[src/rtl/scope_capture_buffer.sv]
// Triggered multi-channel capture buffer: circular writes into a dual-port RAM,
// programmable pre-trigger history, freeze on completion, trigger-relative readout.
module scope_capture_buffer #(
    parameter int unsigned NUM_CH     = 2,
    parameter int unsigned DATA_WIDTH = 8,
    parameter int unsigned DEPTH      = 256,
    parameter int unsigned ADDR_WIDTH = $clog2(DEPTH)
) (
    input  logic                           i_clk,
    input  logic                           i_rst,
    input  logic                           i_arm,
    input  logic                           i_abort,
    input  logic [ADDR_WIDTH-1:0]          i_pretrig,
    input  logic                           i_sample_valid,
    input  logic [NUM_CH*DATA_WIDTH-1:0]   i_sample,
    input  logic                           i_trig,
    input  logic [ADDR_WIDTH-1:0]          i_rd_addr,
    output logic [NUM_CH*DATA_WIDTH-1:0]   o_rd_data,
    output logic                           o_busy,
    output logic                           o_armed,
    output logic                           o_done,
    output logic [ADDR_WIDTH-1:0]          o_trig_addr
);

    localparam int unsigned SW = NUM_CH * DATA_WIDTH;
    localparam logic [ADDR_WIDTH:0] DEPTH_CNT = (ADDR_WIDTH+1)'(DEPTH);
    localparam logic [ADDR_WIDTH:0] CNT_ONE   = (ADDR_WIDTH+1)'(1);

    typedef enum logic [2:0] {
        StIdle,
        StPretrig,
        StArmed,
        StPosttrig,
        StDone
    } state_e;

    state_e                state_q, state_d;
    logic [ADDR_WIDTH-1:0] pre_q, pre_d;
    logic [ADDR_WIDTH-1:0] wr_ptr_q, wr_ptr_d;
    logic [ADDR_WIDTH-1:0] start_q, start_d;
    logic [ADDR_WIDTH-1:0] trig_addr_q, trig_addr_d;
    logic [ADDR_WIDTH:0]   cnt_q, cnt_d;
    logic [ADDR_WIDTH:0]   cnt_inc;
    logic [ADDR_WIDTH:0]   post_len;
    logic [SW-1:0]         rd_data_q;
    logic [ADDR_WIDTH-1:0] rd_ptr;
    logic                  capturing;
    logic                  wr_en;

    logic [SW-1:0] mem [DEPTH];

    assign capturing = (state_q == StPretrig) || (state_q == StArmed) || (state_q == StPosttrig);
    assign wr_en     = capturing && i_sample_valid;
    assign cnt_inc   = cnt_q + CNT_ONE;
    // Samples kept from the trigger onwards, trigger sample included.
    assign post_len  = DEPTH_CNT - {1'b0, pre_q};
    // Address 0 of the readout is the oldest retained sample.
    assign rd_ptr    = start_q + i_rd_addr;

    // Next-state logic for the acquisition sequence and its pointers.
    always_comb begin
        state_d     = state_q;
        pre_d       = pre_q;
        wr_ptr_d    = wr_ptr_q;
        start_d     = start_q;
        trig_addr_d = trig_addr_q;
        cnt_d       = cnt_q;

        case (state_q)
            StIdle, StDone: begin
                if (i_arm) begin
                    pre_d    = i_pretrig;
                    wr_ptr_d = '0;
                    cnt_d    = '0;
                    state_d  = (i_pretrig != '0) ? StPretrig : StArmed;
                end
            end
            StPretrig: begin
                if (i_sample_valid) begin
                    cnt_d = cnt_inc;
                    if (cnt_inc == {1'b0, pre_q}) begin
                        state_d = StArmed;
                    end
                end
            end
            StArmed: begin
                if (i_sample_valid && i_trig) begin
                    trig_addr_d = wr_ptr_q;
                    start_d     = wr_ptr_q - pre_q;
                    cnt_d       = CNT_ONE;
                    // With pre = DEPTH-1 the trigger sample alone completes the buffer.
                    state_d     = (post_len == CNT_ONE) ? StDone : StPosttrig;
                end
            end
            StPosttrig: begin
                if (i_sample_valid) begin
                    cnt_d = cnt_inc;
                    if (cnt_inc == post_len) begin
                        state_d = StDone;
                    end
                end
            end
            default: state_d = StIdle;
        endcase

        if (wr_en) begin
            wr_ptr_d = wr_ptr_q + ADDR_WIDTH'(1);
        end

        if (i_abort) begin
            state_d = StIdle;
        end
    end

    // Control registers and registered read port.
    always_ff @(posedge i_clk or posedge i_rst) begin
        if (i_rst) begin
            state_q     <= StIdle;
            pre_q       <= '0;
            wr_ptr_q    <= '0;
            start_q     <= '0;
            trig_addr_q <= '0;
            cnt_q       <= '0;
            rd_data_q   <= '0;
        end else begin
            state_q     <= state_d;
            pre_q       <= pre_d;
            wr_ptr_q    <= wr_ptr_d;
            start_q     <= start_d;
            trig_addr_q <= trig_addr_d;
            cnt_q       <= cnt_d;
            rd_data_q   <= mem[rd_ptr];
        end
    end

    // Sample RAM write port; contents are deliberately not reset.
    always_ff @(posedge i_clk) begin
        if (wr_en) begin
            mem[wr_ptr_q] <= i_sample;
        end
    end

    assign o_rd_data   = rd_data_q;
    assign o_busy      = capturing;
    assign o_armed     = (state_q == StArmed);
    assign o_done      = (state_q == StDone);
    assign o_trig_addr = trig_addr_q;

endmodule
[config.mk]
export PLATFORM = sky130hd
export DESIGN_NAME = scope_capture_buffer
export DESIGN_NICKNAME = d
export VERILOG_FILES = /design/src/rtl/scope_capture_buffer.sv
export SDC_FILE = /design/constraint.sdc
export NUM_CORES = 2
export LEC_CHECK = 0
export CAP_MARGIN = 10
export CORE_AREA = 3 3 807 809
export CTS_CLUSTER_DIAMETER = 60
export DETAILED_ROUTE_END_ITERATION = 12
export DIE_AREA = 0 0 810 812
export DONT_BUFFER_PORTS = 1
export PLACE_DENSITY = 0.42
export SYNTH_ARGS = -nofsm -noshare
export SYNTH_HDL_FRONTEND = slang
export SYNTH_SLANG_ARGS = --single-unit
[constraint.sdc]
create_clock -name i_clk -period 5.2 [get_ports i_clk]
set_input_delay 1.56 -clock i_clk [delete_from_list [all_inputs] [get_ports i_clk]]
set_output_delay 1.56 -clock i_clk [all_outputs]
set_load 0.005 [all_outputs]
# Yosys cells after proc, flatten, opt, wreduce, memory -nomap -nowiden

Memories as Yosys holds them, arrays and structs flattened. A register that Yosys moved wholly into a read port is not among the register bits.
Cells that the tools add are included.

Memories: 1
Bits of input ports: 38
Word-level logic and storage cells: 63
Output and inout port bits: 27
Register bits: 44
Memory bits (writable): 4096

Multiplexer cells: 19
$add $sub $neg: 5
Reduce and logical (&&, ||, !) cells: 16
Equal/unequal tests: 16

Memories:

| name | depth | width | rd ports | clocked after Yosys merged registers in | wr ports | line | text |
|---|---|---|---|---|---|---|---|
| mem  | 256   | 16    | 1        | 1                                       | 1        | 50   | `logic [SW-1:0] mem [DEPTH];` |

Operators by type and width:

| operator            | count |
|---|---|
| $mux 9              | 3 |
| $pmux 9 s3          | 1 |
| $mux 3              | 8 |
| $mux 8              | 3 |
| $pmux 3 s4          | 1 |
| $add 9x1->9 const B | 1 |
| $eq 9x1->1 const B  | 1 |
| $eq 9x8->1          | 1 |
| $eq 9x9->1          | 1 |
| $ne 3x2->1 const B  | 3 |
| $ne 3x3->1 const B  | 3 |
| $sub 9x8->9 const A | 1 |
| $add 8x1->8 const B | 1 |
| $add 8x8->8         | 1 |
| $reduce_bool 8->1   | 1 |
| $sub 8x8->8         | 1 |
| $eq 3x2->1 const B  | 2 |
| $reduce_and 2->1    | 3 |
| $reduce_and 6->1    | 1 |
| $ne 2x1->1 const B  | 2 |
| $reduce_and 4->1    | 1 |
| $reduce_bool 2->1   | 2 |
| $reduce_or 2->1     | 2 |
| $eq 3x1->1 const B  | 1 |
| 8 further kinds     | 11 |

# Longest topological paths before layout

Word-level depth: 6
Mapped depth: 16
Gate-level depth less buffers: 11

# Worst setup path before layout

Ideal clock, no wire load.

Kind: input port to flip-flop
Start: input i_rd_addr[0]
End: register rd_data_q[5] (netlist: o_rd_data[5]), read port of mem
Library setup time: 0.136 ns
Stages on the path: 13
Buffers on the path: 6
Setup slack: 0.290 ns
Arrival: 4.774 ns
Required time: 5.064 ns
Cells stage by stage: ha_1 > inv_1 > fa_1 > buf_2 > buf_2 > buf_2 > buf_2 > buf_1 > clkbuf_1 > mux4_2 > mux4_2 > o2111ai_1 > nand4_1

Longest elaborated chain between the ends: 1

Ends and longest elaborated chain:

| what            | line | text |
|---|---|---|
| start, declared | 17   | `input logic [ADDR_WIDTH-1:0] i_rd_addr,` |
| $add 8x8->8     | 58   | `assign rd_ptr = start_q + i_rd_addr;` |
| end, declared   | 45   | `logic [SW-1:0] rd_data_q;` |

No other way between the ends.
A chain may end at the register's enable or synchronous reset.

# Worst setup path after layout

Start: input i_rd_addr[0]
End: register rd_data_q[1] (netlist: o_rd_data[1]), read port of mem

Same word-level chain as after synthesis.

==> out/results.tsv <==
stage	metric	value	unit
outcome	status	complete, but fails checks	
outcome	failing checks	slew limit	
synthesis	Syn Nets	7320	
worst_setup_path	Critical Path Fanout Max	10	
clock_tree	cts hold-fix bufs	0	
grt	Remaining Overflow, GRT	0	
clock_tree	CTS Root Cell	clkbuf_16	
placed_design	Final HPWL DP	312.6	mm
pwr	maximum vdd ir drop	0.0004653	V
min_path	worst hold path type	primary input to async pin	
worst_setup_path	Slowest-stage cell, CP	fa_4	
detailed_routing	Via density	4.650	
timing	Hold Slack	0.4278	ns
detailed_routing	Post-Route WL	515.1	mm
synthesis	synth unique cells	74	
floorplan	cell row count	295	
timing	Clock Skew	0.09083	ns
floorplan	I/O pin count	65	
placed_design	PortBufs	0	
timing	fmax	196.1	MHz
worst_setup_path	kind of critical path	primary input to flip-flop	
pwr	P per Cell Area	592.7	mW/mm2
clock_tree	maximum clock path buffer count	4	
timing	slew at the pin with the worst max-slew slack	1.698	ns
detailed_routing	per-cell routed wire length	29.80	um
detailed_routing	DRT antenna net count	0	
synthesis	Post-synth EDFFs	4096	
worst_setup_path	CP startpoint kind	primary input	
grt	initial antenna violation count	28	
detailed_routing	drt drc	0	
clock_tree	clock slew at reported path FFs	0.06	ns
worst_setup_path	crit path cell chain	ha_4 -> inv_1 -> fa_4 -> buf_12 -> buf_4 -> mux4_2 -> and2_1 -> a2111oi_0 -> buf_4 -> a311oi_1 -> a31oi_1 -> buf_4 -> o22ai_1 -> a31oi_1 -> o211ai_1	
timing	Worst slew margin	-13.22	%
floorplan	Die Span X	810	um
timing	endpoints failing setup	0	
final_layout	final net count	8320	
synthesis	sequential area share after synthesis	77.39	%
worst_setup_path	buffers and inverters on the worst path	5	
worst_setup_path	WP data required	6.06	ns
timing	final period utilization	98.06	%
floorplan	Initial Utilization	24.95	%
grt	first-pass GRT wire length	711.0	mm
clock_tree	CTS Sinks	4156	
worst_setup_path	Worst Setup End Kind	flip-flop	
synthesis	Synth Flop Type	edfxtp_1	
worst_setup_path	crit-path max cell delay	0.83	ns
timing	Final min period	5.099	ns
timing	RSZ-0062 raised after global routing	no	
grt	largest net degree at the start of global routing	257	
run	# Max-Cap Violations	0	
worst_setup_path	Largest delay share family, worst path	compound AO/OA/AOI/OAI gates	
grt	vias in the first global route	83500	
final_layout	post-route cell area	0.1940	mm2
detailed_routing	Vias	80380	
detailed_routing	Initial DRT Pass Iterations	5	
grt	gr usage total	15.32	%
clock_tree	CTS Buf Count	465	
final_layout	fillers	62390	
floorplan	DIE AREA	0.6577	mm2
final_layout	area delta synth->final	20.59	%
timing	Max Transition Viols Final	96	
synthesis	Synth async-reset ratio	1.444	%
timing	Final Hold Viols	0	
clock_tree	# H-tree levels	5	
pwr	Lkg Pwr	60.58	nW
synthesis	number of register bits inferred by synthesis	4156	
worst_setup_path	CP dominant cell by count	buf_4	
clock_tree	TritonCTS clock tree	done	
synthesis	Synth Warn #	0	
worst_setup_path	arrival time at the worst endpoint	5.96	ns
floorplan	Die H	812	um
floorplan	core area	0.6448	mm2
placed_design	DP Area	0.1791	mm2
synthesis	Synth Instances	7259	
synthesis	Synth Cell Area	0.1609	mm2
clock_tree	Clk Latency, worst-skew pair	1.04	ns
placed_design	Final GP Congestion	0.8002	
synthesis	syn_area_per_cell	22.16	um2
detailed_routing	DRT iter0 DRCs	7946	
final_layout	share of cells above drive strength 1	34.58	%
==> cells in the final DEF, fill, tap and decap left out, types with 22 or more instances in the layout <==
| cell type | netlist | routed |
|---|---|---|
| edfxtp_1 | 4096 | 4096 |
| mux4_2 | 1153 | 1153 |
| buf_4 | 45 | 802 |
| clkbuf_16 | 0 | 466 |
| nand2_1 | 454 | 453 |
| nor2_2 | 0 | 210 |
| nand3_1 | 188 | 176 |
| buf_12 | 0 | 133 |
| clkinv_1 | 0 | 115 |
| nor2_1 | 317 | 104 |
| clkbuf_1 | 159 | 104 |
| mux2i_1 | 79 | 78 |
| clkinv_2 | 0 | 68 |
| a21oi_1 | 64 | 62 |
| dfrtp_1 | 60 | 60 |
| o21ai_0 | 53 | 53 |
| bufinv_16 | 0 | 34 |
| a31oi_1 | 32 | 32 |
| nand4_1 | 31 | 31 |
| inv_1 | 26 | 25 |
| diode_2 | 0 | 22 |
==> cell type report <==
| cell class | instances | area, um2 | share of cell area [%] |
|---|---|---|---|
| Timing Repair Buffer | 935 | 8683 | 4.476 |
| Clock inverter | 279 | 2614 | 1.347 |
| Sequential cell | 4156 | 124500 | 64.18 |
| Tap cell | 8613 | 10780 | 5.555 |
| Clock buffer | 579 | 12180 | 6.276 |
| Antenna cell | 22 | 55.05 | 0.02838 |
| Multi-Input combinational cell | 2675 | 35090 | 18.09 |
| Inverter | 26 | 100.1 | 0.05160 |
==> logic make-up after synthesis <==
| kind of cell | count (synthesis) | synth area share (%) |
|---|---|---|
| and+or+nand+nor | 1067 | 2.811 |
| xor gates and xnor gates | 39 | 0.2217 |
| adders and majority gates | 23 | 0.1882 |
| AOI/OAI and AO/OA | 284 | 1.193 |
| buffers and inverters | 428 | 1.252 |
| muxes | 1262 | 16.95 |
| DFF | 4156 | 77.39 |
==> registers in the layout (all words and copies together), names as in the netlist <==
register	count
state_q	3
cnt_q	9
start_q	8
o_rd_data	16
pre_q	8
mem	4096
o_trig_addr	8
wr_ptr_q	8
==> per-layer routing <==
layer	vias to the layer above	wire length (um)	track usage, %
met1	44820	220700	20.64
li1	32620	-	-
met3	603	29060	2.676
met5	-	13	0
met2	2336	251400	25.65
met4	2	14050	3.937
==> worst paths after layout <==
check	start	to	slack, ns	cells after the start
max	i_rd_addr[0]	o_rd_data[1]	0.10	15
max reg2reg	start_q[0]	o_rd_data[1]	0.24	15
min reg2reg	start_q[4]	start_q[4]	0.49	2
max in group asynchronous	i_rst	o_rd_data[0]	3.65	2
min	i_rst	o_trig_addr[4]	0.43	1
min in group i_clk	start_q[4]	start_q[4]	0.49	2
==> cells in the mapped netlist, types with 11 or more instances <==
cell | n | area share [%]
nor3_1 | 13 | 0.040
mux2_2 | 19 | 0.13
buf_4 | 45 | 0.21
buf_2 | 155 | 0.48
nand3_1 | 188 | 0.58
xnor2_1 | 20 | 0.11
nand2_1 | 454 | 1.1
nor2b_1 | 15 | 0.058
a32oi_1 | 20 | 0.11
nand4_1 | 31 | 0.12
nor2_1 | 317 | 0.74
edfxtp_1 | 4096 | 76
clkbuf_1 | 159 | 0.37
mux2i_1 | 79 | 0.49
a31oi_1 | 32 | 0.12
and3_1 | 11 | 0.043
mux4_2 | 1153 | 16
a21oi_1 | 64 | 0.20
inv_1 | 26 | 0.061
dfrtp_1 | 60 | 0.93
o22ai_1 | 13 | 0.051
o21ai_0 | 53 | 0.16
mux4_1 | 11 | 0.18
buf_1 | 37 | 0.086
ha_1 | 21 | 0.16
xor2_1 | 17 | 0.093
o211ai_1 | 16 | 0.075
==> where the power goes <==
part / total (mW) / internal, mW / switching, mW / leakage (nW)
Clock: 31.9 / 18.3 / 13.6 / 7.17
Sequential: 37.6 / 37.0 / 0.509 / 37.6
Combinational: 45.5 / 19.8 / 25.8 / 15.8
==> stage by stage <==
stage               std cells  TNS [ns]  setup slack, ns  power (mW)  util [%]
global placement        16410    -8.514           -1.120       84.62     27.78
detailed placement      16410    -8.135           -1.043       84.51     27.78
floorplan                7259         0           0.2903       60.30         -
global route            17270         0          0.07325       119.3     30.08
CTS                     17260         0          0.09064       116.8     30.08
finish                  17290         0           0.1010       115.0     30.08
==> timing repair <==
item / in CTS / in global routing
endpoints found under the setup margin: 0 / 1
resized for setup: 0 / 1
setup buffers: 0 / 0
(Power assumes the default switching activity.)
